<file path="config.mk">
export PLATFORM = sky130hd
export DESIGN_NAME = udp_tx_arbiter_flat
export DESIGN_NICKNAME = d
export VERILOG_FILES = /design/src/rtl/udp_arb_pkg.sv /design/src/rtl/udp_tx_arbiter_if.sv /design/src/rtl/udp_arb_chan.sv /design/src/rtl/udp_tx_arbiter.sv /design/src/flat_wrapper.sv
export SDC_FILE = /design/constraint.sdc
export NUM_CORES = 1
export LEC_CHECK = 0
export ABC_AREA = 1
export CORE_ASPECT_RATIO = 0.5
export CORE_MARGIN = 2
export CORE_UTILIZATION = 49
export CTS_CLUSTER_DIAMETER = 60
export DETAILED_ROUTE_END_ITERATION = 8
export PLACE_DENSITY = 0.81
export SYNTH_ARGS = -nofsm -noshare
export SYNTH_HDL_FRONTEND = slang
export SYNTH_SLANG_ARGS = --single-unit
export TNS_END_PERCENT = 20
</file>
<file path="constraint.sdc">
create_clock -name sys_clk -period 2.18 [get_ports sys_clk]
set_clock_uncertainty 0.05 [all_clocks]
set_input_delay 0.327 -clock sys_clk [delete_from_list [all_inputs] [get_ports sys_clk]]
set_output_delay 0.327 -clock sys_clk [all_outputs]
set_load 0.005 [all_outputs]
</file>
<file path="src/rtl/udp_arb_pkg.sv">
// rtl/udp_arb_pkg.sv - shared types and constants for the UDP transmit arbiter
package udp_arb_pkg;

    typedef enum logic [1:0] {
        ST_IDLE  = 2'd0,
        ST_START = 2'd1,
        ST_BUSY  = 2'd2,
        ST_GAP   = 2'd3
    } arb_state_e;

    localparam int CH_IMG = 0;
    localparam int CH_STS = 1;

    localparam logic [1:0] GRANT_NONE = 2'b00;
    localparam logic [1:0] GRANT_IMG  = 2'b01;
    localparam logic [1:0] GRANT_STS  = 2'b10;

endpackage

</file>
<file path="src/rtl/udp_tx_arbiter_if.sv">
// rtl/udp_tx_arbiter_if.sv - source and UDP engine handshake bundle for the arbiter
interface udp_tx_arbiter_if;

    logic        img_tx_start;
    logic [15:0] img_tx_data_num;
    logic [31:0] img_tx_data;
    logic        img_tx_req;
    logic        img_tx_done;

    logic        sts_tx_start;
    logic [15:0] sts_tx_data_num;
    logic [31:0] sts_tx_data;
    logic        sts_tx_req;
    logic        sts_tx_done;

    logic        eth_tx_start;
    logic [15:0] eth_tx_data_num;
    logic [31:0] eth_tx_data;
    logic        eth_tx_req;
    logic        eth_tx_done;

    modport slave (
        input  img_tx_start, img_tx_data_num, img_tx_data,
        output img_tx_req, img_tx_done,
        input  sts_tx_start, sts_tx_data_num, sts_tx_data,
        output sts_tx_req, sts_tx_done,
        output eth_tx_start, eth_tx_data_num, eth_tx_data,
        input  eth_tx_req, eth_tx_done
    );

    modport master (
        output img_tx_start, img_tx_data_num, img_tx_data,
        input  img_tx_req, img_tx_done,
        output sts_tx_start, sts_tx_data_num, sts_tx_data,
        input  sts_tx_req, sts_tx_done,
        input  eth_tx_start, eth_tx_data_num, eth_tx_data,
        output eth_tx_req, eth_tx_done
    );

endinterface

</file>
<file path="src/rtl/udp_arb_chan.sv">
// rtl/udp_arb_chan.sv - per-channel request latch: pending bit, byte count, sticky overflow
module udp_arb_chan
    import udp_arb_pkg::*;
(
    input  logic        sys_clk,
    input  logic        sys_rst,
    input  logic        start,
    input  logic [15:0] data_num,
    input  logic        clr,
    output logic        pending,
    output logic [15:0] num,
    output logic        ovf
);

    logic        pending_q, pending_d;
    logic [15:0] num_q, num_d;
    logic        ovf_q, ovf_d;

    // A start arriving in the same cycle the arbiter consumes the request is a fresh packet.
    always_comb begin
        pending_d = pending_q;
        num_d     = num_q;
        ovf_d     = ovf_q;
        if (clr) begin
            pending_d = 1'b0;
        end
        if (start) begin
            if (pending_q && !clr) begin
                ovf_d = 1'b1;
            end else begin
                pending_d = 1'b1;
                num_d     = data_num;
            end
        end
    end

    always_ff @(posedge sys_clk) begin
        if (sys_rst) begin
            pending_q <= 1'b0;
            num_q     <= 16'd0;
            ovf_q     <= 1'b0;
        end else begin
            pending_q <= pending_d;
            num_q     <= num_d;
            ovf_q     <= ovf_d;
        end
    end

    assign pending = pending_q;
    assign num     = num_q;
    assign ovf     = ovf_q;

endmodule

</file>
<file path="src/rtl/udp_tx_arbiter.sv">
// rtl/udp_tx_arbiter.sv - shares one UDP transmit engine between the image and status sources
module udp_tx_arbiter
    import udp_arb_pkg::*;
#(
    parameter logic [15:0] GAP_CYCLES = 16'd12,
    parameter logic [23:0] TIMEOUT    = 24'h0F_FF_FF,
    parameter logic [3:0]  HI_MAX     = 4'd4
) (
    input  logic            sys_clk,
    input  logic            sys_rst,
    udp_tx_arbiter_if.slave bus,
    output logic [1:0]      grant,
    output logic            tx_timeout,
    output logic            img_ovf,
    output logic            sts_ovf
);

    arb_state_e  state_q, state_d;
    logic [1:0]  grant_q, grant_d;
    logic [15:0] eth_num_q, eth_num_d;
    logic        eth_start_q, eth_start_d;
    logic        img_done_q, img_done_d;
    logic        sts_done_q, sts_done_d;
    logic        timeout_q, timeout_d;
    logic [23:0] wdog_q, wdog_d;
    logic [15:0] gap_q, gap_d;
    logic [3:0]  hi_q, hi_d;

    logic        img_pend, sts_pend;
    logic [15:0] img_num, sts_num;
    logic        img_clr, sts_clr;
    logic        busy;

    udp_arb_chan u_img (
        .sys_clk  (sys_clk),
        .sys_rst  (sys_rst),
        .start    (bus.img_tx_start),
        .data_num (bus.img_tx_data_num),
        .clr      (img_clr),
        .pending  (img_pend),
        .num      (img_num),
        .ovf      (img_ovf)
    );

    udp_arb_chan u_sts (
        .sys_clk  (sys_clk),
        .sys_rst  (sys_rst),
        .start    (bus.sts_tx_start),
        .data_num (bus.sts_tx_data_num),
        .clr      (sts_clr),
        .pending  (sts_pend),
        .num      (sts_num),
        .ovf      (sts_ovf)
    );

    always_comb begin
        state_d     = state_q;
        grant_d     = grant_q;
        eth_num_d   = eth_num_q;
        eth_start_d = 1'b0;
        img_done_d  = 1'b0;
        sts_done_d  = 1'b0;
        timeout_d   = 1'b0;
        wdog_d      = wdog_q;
        gap_d       = gap_q;
        hi_d        = hi_q;
        img_clr     = 1'b0;
        sts_clr     = 1'b0;

        case (state_q)
            ST_IDLE: begin
                if (img_pend || sts_pend) begin
                    // STS wins unless it has already taken HI_MAX grants in a row over a waiting IMG.
                    if (sts_pend && !(hi_q == HI_MAX && img_pend)) begin
                        grant_d = GRANT_STS;
                        if (!img_pend) begin
                            hi_d = 4'd0;
                        end else if (hi_q < HI_MAX) begin
                            hi_d = hi_q + 4'd1;
                        end
                    end else begin
                        grant_d = GRANT_IMG;
                        hi_d    = 4'd0;
                    end
                    state_d = ST_START;
                end
            end

            ST_START: begin
                eth_start_d = 1'b1;
                eth_num_d   = grant_q[CH_STS] ? sts_num : img_num;
                img_clr     = grant_q[CH_IMG];
                sts_clr     = grant_q[CH_STS];
                wdog_d      = 24'd0;
                state_d     = ST_BUSY;
            end

            ST_BUSY: begin
                if (bus.eth_tx_done || wdog_q == TIMEOUT - 24'd1) begin
                    timeout_d  = !bus.eth_tx_done;
                    img_done_d = grant_q[CH_IMG];
                    sts_done_d = grant_q[CH_STS];
                    grant_d    = GRANT_NONE;
                    gap_d      = 16'd0;
                    state_d    = ST_GAP;
                end else begin
                    wdog_d = wdog_q + 24'd1;
                end
            end

            ST_GAP: begin
                if (gap_q == GAP_CYCLES - 16'd1) begin
                    state_d = ST_IDLE;
                end else begin
                    gap_d = gap_q + 16'd1;
                end
            end

            default: state_d = ST_IDLE;
        endcase
    end

    always_ff @(posedge sys_clk) begin
        if (sys_rst) begin
            state_q     <= ST_IDLE;
            grant_q     <= GRANT_NONE;
            eth_num_q   <= 16'd0;
            eth_start_q <= 1'b0;
            img_done_q  <= 1'b0;
            sts_done_q  <= 1'b0;
            timeout_q   <= 1'b0;
            wdog_q      <= 24'd0;
            gap_q       <= 16'd0;
            hi_q        <= 4'd0;
        end else begin
            state_q     <= state_d;
            grant_q     <= grant_d;
            eth_num_q   <= eth_num_d;
            eth_start_q <= eth_start_d;
            img_done_q  <= img_done_d;
            sts_done_q  <= sts_done_d;
            timeout_q   <= timeout_d;
            wdog_q      <= wdog_d;
            gap_q       <= gap_d;
            hi_q        <= hi_d;
        end
    end

    // Payload path stays combinational so the source FIFO latency is all the engine sees.
    assign busy           = (state_q == ST_BUSY);
    assign bus.img_tx_req = busy && grant_q[CH_IMG] && bus.eth_tx_req;
    assign bus.sts_tx_req = busy && grant_q[CH_STS] && bus.eth_tx_req;

    always_comb begin
        bus.eth_tx_data = 32'd0;
        if (busy) begin
            bus.eth_tx_data = grant_q[CH_STS] ? bus.sts_tx_data : bus.img_tx_data;
        end
    end

    assign bus.eth_tx_start    = eth_start_q;
    assign bus.eth_tx_data_num = eth_num_q;
    assign bus.img_tx_done     = img_done_q;
    assign bus.sts_tx_done     = sts_done_q;
    assign grant               = grant_q;
    assign tx_timeout          = timeout_q;

endmodule

</file>
<file path="src/flat_wrapper.sv">
// flat-port wrapper written by rule: the top's interface ports become plain ports
module udp_tx_arbiter_flat import udp_arb_pkg::*;
#(
    parameter logic [15:0] GAP_CYCLES = 16'd12,
    parameter logic [23:0] TIMEOUT    = 24'h0F_FF_FF,
    parameter logic [3:0]  HI_MAX     = 4'd4
)
  (sys_clk, sys_rst, grant, tx_timeout, img_ovf, sts_ovf, bus_img_tx_start, bus_img_tx_data_num, bus_img_tx_data, bus_img_tx_req, bus_img_tx_done, bus_sts_tx_start, bus_sts_tx_data_num, bus_sts_tx_data, bus_sts_tx_req, bus_sts_tx_done, bus_eth_tx_start, bus_eth_tx_data_num, bus_eth_tx_data, bus_eth_tx_req, bus_eth_tx_done);
  udp_tx_arbiter_if bus_i ();
  input  logic sys_clk;
  input  logic sys_rst;
  output logic [1:0] grant;
  output logic tx_timeout;
  output logic img_ovf;
  output logic sts_ovf;
  input wire logic [$bits(bus_i.img_tx_start)-1:0] bus_img_tx_start;
  input wire logic [$bits(bus_i.img_tx_data_num)-1:0] bus_img_tx_data_num;
  input wire logic [$bits(bus_i.img_tx_data)-1:0] bus_img_tx_data;
  output wire logic [$bits(bus_i.img_tx_req)-1:0] bus_img_tx_req;
  output wire logic [$bits(bus_i.img_tx_done)-1:0] bus_img_tx_done;
  input wire logic [$bits(bus_i.sts_tx_start)-1:0] bus_sts_tx_start;
  input wire logic [$bits(bus_i.sts_tx_data_num)-1:0] bus_sts_tx_data_num;
  input wire logic [$bits(bus_i.sts_tx_data)-1:0] bus_sts_tx_data;
  output wire logic [$bits(bus_i.sts_tx_req)-1:0] bus_sts_tx_req;
  output wire logic [$bits(bus_i.sts_tx_done)-1:0] bus_sts_tx_done;
  output wire logic [$bits(bus_i.eth_tx_start)-1:0] bus_eth_tx_start;
  output wire logic [$bits(bus_i.eth_tx_data_num)-1:0] bus_eth_tx_data_num;
  output wire logic [$bits(bus_i.eth_tx_data)-1:0] bus_eth_tx_data;
  input wire logic [$bits(bus_i.eth_tx_req)-1:0] bus_eth_tx_req;
  input wire logic [$bits(bus_i.eth_tx_done)-1:0] bus_eth_tx_done;
  assign bus_i.img_tx_start = bus_img_tx_start;
  assign bus_i.img_tx_data_num = bus_img_tx_data_num;
  assign bus_i.img_tx_data = bus_img_tx_data;
  assign bus_img_tx_req = bus_i.img_tx_req;
  assign bus_img_tx_done = bus_i.img_tx_done;
  assign bus_i.sts_tx_start = bus_sts_tx_start;
  assign bus_i.sts_tx_data_num = bus_sts_tx_data_num;
  assign bus_i.sts_tx_data = bus_sts_tx_data;
  assign bus_sts_tx_req = bus_i.sts_tx_req;
  assign bus_sts_tx_done = bus_i.sts_tx_done;
  assign bus_eth_tx_start = bus_i.eth_tx_start;
  assign bus_eth_tx_data_num = bus_i.eth_tx_data_num;
  assign bus_eth_tx_data = bus_i.eth_tx_data;
  assign bus_i.eth_tx_req = bus_eth_tx_req;
  assign bus_i.eth_tx_done = bus_eth_tx_done;
  udp_tx_arbiter #(.GAP_CYCLES(GAP_CYCLES), .TIMEOUT(TIMEOUT), .HI_MAX(HI_MAX)) u_core (.sys_clk(sys_clk), .sys_rst(sys_rst), .bus(bus_i), .grant(grant), .tx_timeout(tx_timeout), .img_ovf(img_ovf), .sts_ovf(sts_ovf));
endmodule
</file>
==> metrics.txt <==
status finished, violations left; violated checks negative setup slack; initial drt markers between 500 and 600; Synth async-reset ratio 0; EDFF count, synth 0; Die X-Extent around 160 um; Setup CP Type register to output port; slew at the pin closest to its max-slew limit between 0.6 and 0.7 ns; post-synth top area share 0.351; final worst setup slack -0.0715 ns; Worst Path Arrival around 1.9 ns; RSZ-0062 raised after global routing yes; Die Y about 80 um; Root Buffer clkbuf_16; DIE AREA between 0.01 and 0.015 sq mm; Placer Congestion ~1.0; P per Cell Area 954 mW/mm^2; Num CTS Buffers 9; final setup fails 4; crit-path max FO 51; synth unique cells 38; Rows 28; Slowest-stage cell, CP clkdlybuf4s50_1; vias per cell around 5.3; finished layout cell area between 0.008 and 0.009 sq mm; Seq cells post-synth between 100 and 150; count leader, synth nor2_1; yosys warns 0; Top FF cell, synth dfxtp_1; Via Count about 6.6k; Synth area leader dfxtp_1; largest family of logic cells by synthesized area simple AND/OR/NAND/NOR gates; crit path capture type output port; final core utilization 0.686; endpoints failing hold 0; clock buffer depth 2; critical-path cell list buf_12, o21ai_0, nor2_1, clkdlybuf4s50_1; share of layout cells above drive strength 1 0.0876; Seq/Total Area, Yosys 0.351; IO Port Bufs roughly 160; syn_nets approximately 1.0k; mapped cell area 0.00594 sq mm; Area contributors post-synth dfxtp_1 (35%), nor2_1 (15%), nand2_1 (10%); cts hold-fix bufs 0; Area Overhead vs Synth 36.4%; clk_lat worst skew 0.36 ns; DRC viols 0; Reg clk slew, reported paths roughly 0.08 ns; detailed placer's ending HPWL around 13000 um; Total GRT Usage 0.285; antenna cells 0; gr ovfl total 0; worst min-delay path class register to register; Worst IR Drop VDD between 0.0005 and 0.0006 V; synth cell count leaders nor2_1 (242), nand2_1 (161), dfxtp_1 (104); Worst EP required approximately 1.8 ns; max-slew violation count 0; Fin Hold WS 0.418 ns; largest net degree at the start of global routing 52; Area after DPL between 0.007 and 0.008 sq mm; Routed WL 18500 um; post-synthesis xor/xnor area fraction 0.0103; initial antenna violation count 0; critical path launch point type register; DP Worst Slack around 0.0076 ns; # IOs between 150 and 200; vias in the first global route between 6k and 7k; compound-cell area share of the yosys netlist 0.141; fin nets roughly 1.2k; Worst path max stage delay roughly 0.55 ns; P_leak 3.58 nW; Syn Inst Count just over 900; Synth Area in Adders 0.0190; Final ANT Viol Nets 0; TritonCTS clock tree built; Slew headroom 0.581; post-synthesis mux area share 0; Initial Utilization 0.503; CTS HTree Levels 3; Clock Sinks 104; WL/cell roughly 15 um; fin crit period about 2.3 ns; drt first pass iters 5; fraction of the mapped netlist area in simple logic gates 0.388; wire length of the first global-routing pass a little under 30000 um; final worst path period share 1.03; Core ar. between 0.01 and 0.015 sq mm; maxcap violations 0; Fmax approximately 440 MHz; Mean Syn Cell Area ~6.4 sq um
[cells in the final DEF (no fill, tap or decap), types with 3 or more instances in the layout]
cell / n
ha_1: 8
a21oi_2: 11
nand2_2: 9
o21ai_0: 86
o21ai_1: 5
inv_1: 72
nor3_2: 3
inv_8: 3
dlymetal6s2s_1: 19
nand3_2: 8
buf_12: 5
inv_2: 6
nor3_1: 13
clkdlybuf4s50_1: 132
nand3_1: 63
nand2_1: 161
nor2_1: 242
buf_4: 17
nand2_4: 5
nand4_1: 10
xor2_1: 5
dlygate4sd2_1: 8
clkbuf_16: 9
nor2_4: 5
a21oi_1: 50
dfxtp_1: 102
[where the power goes]
part / leakage, nW / total, mW / internal [mW] / switching, mW
logic: 2.58 / 3.58 / 1.46 / 2.12
clock network: 0.149 / 1.65 / 0.821 / 0.830
registers: 0.853 / 2.49 / 2.25 / 0.248
total: 3.58 / 7.73 / 4.53 / 3.20
[layer usage]
metal  GRT usage  vias up  part of all wire
met5           0        -                 0
met1       0.352     3006              0.44
met4       0.111        0             0.031
met2       0.506      253              0.47
met3      0.0525       59             0.057
li1            -     3265                 -
[kinds of logic (layout without fill, tap and decap cells)]
family	after synthesis	after routing
buffers and inverters	125	278
XOR/XNOR	7	7
AND/OR/NAND/NOR	529	529
AO/OA/AOI/OAI	157	157
adder cells (fa/ha/maj)	9	9
flip-flops	104	104
[path summary, 6_finish.rpt]
kind	startpoint	end	slack [ns]	depth (start not counted)
worst max-delay path	u_core.grant[1]	bus_eth_tx_data[0]	-0.07	4
worst max register to register	u_core.wdog_q[1]	u_core.wdog_q[18]	0.24	11
worst min-delay path	u_core.hi_q[3]	u_core.hi_q[3]	0.42	2
worst min register to register	u_core.hi_q[3]	u_core.hi_q[3]	0.42	2
[registers in the layout, indices dropped and copies added, names as in the netlist]
name,flops
u_core.wdog_q,24
u_core.bus.eth_tx_data_num,16
u_core.gap_q,16
u_core.u_img.num,16
u_core.u_sts.num,16
u_core.hi_q,4
u_core.grant,2
u_core.state_q,2
u_core.bus.eth_tx_start,1
u_core.bus.img_tx_done,1
u_core.bus.sts_tx_done,1
u_core.tx_timeout,1
u_core.u_img.ovf,1
u_core.u_img.pending,1
u_core.u_sts.ovf,1
u_core.u_sts.pending,1
[metrics by stage]
step | instances | total power [mW] | setup TNS, ns
after global placement | 1231 | 5.90 | 0
after floorplan | 931 | 4.64 | 0
after CTS | 1248 | 7.67 | -0.581
final | 1249 | 7.73 | -0.119
after detailed placement | 1231 | 5.99 | 0
after global routing | 1249 | 8.24 | -0.596
[final cells by class]
type / count / area, sq um
Clock buffer: 9 / 225
Fill cell: 987 / 3710
Clock inverter: 7 / 76.3
Sequential cell: 104 / 2080
Tap cell: 165 / 206
Timing Repair Buffer: 182 / 1870
Multi-Input combinational cell: 702 / 3340
Inverter: 80 / 303
[critical path: cells and delay by family (launching register included)]
family | cells | cell delay (ns)
buffers and inverters | 2 | 0.79
DFF | 1 | 0.38
and+or+nand+nor | 1 | 0.22
AOI/OAI and AO/OA | 1 | 0.12
[repair_timing]
action | CTS | global route
buffers inserted | 1 | 1
endpoints found under the setup margin | 34 | 25
pin swaps | 0 | 1
resized for setup | 16 | 27
Power figures use the tool's default switching activity.
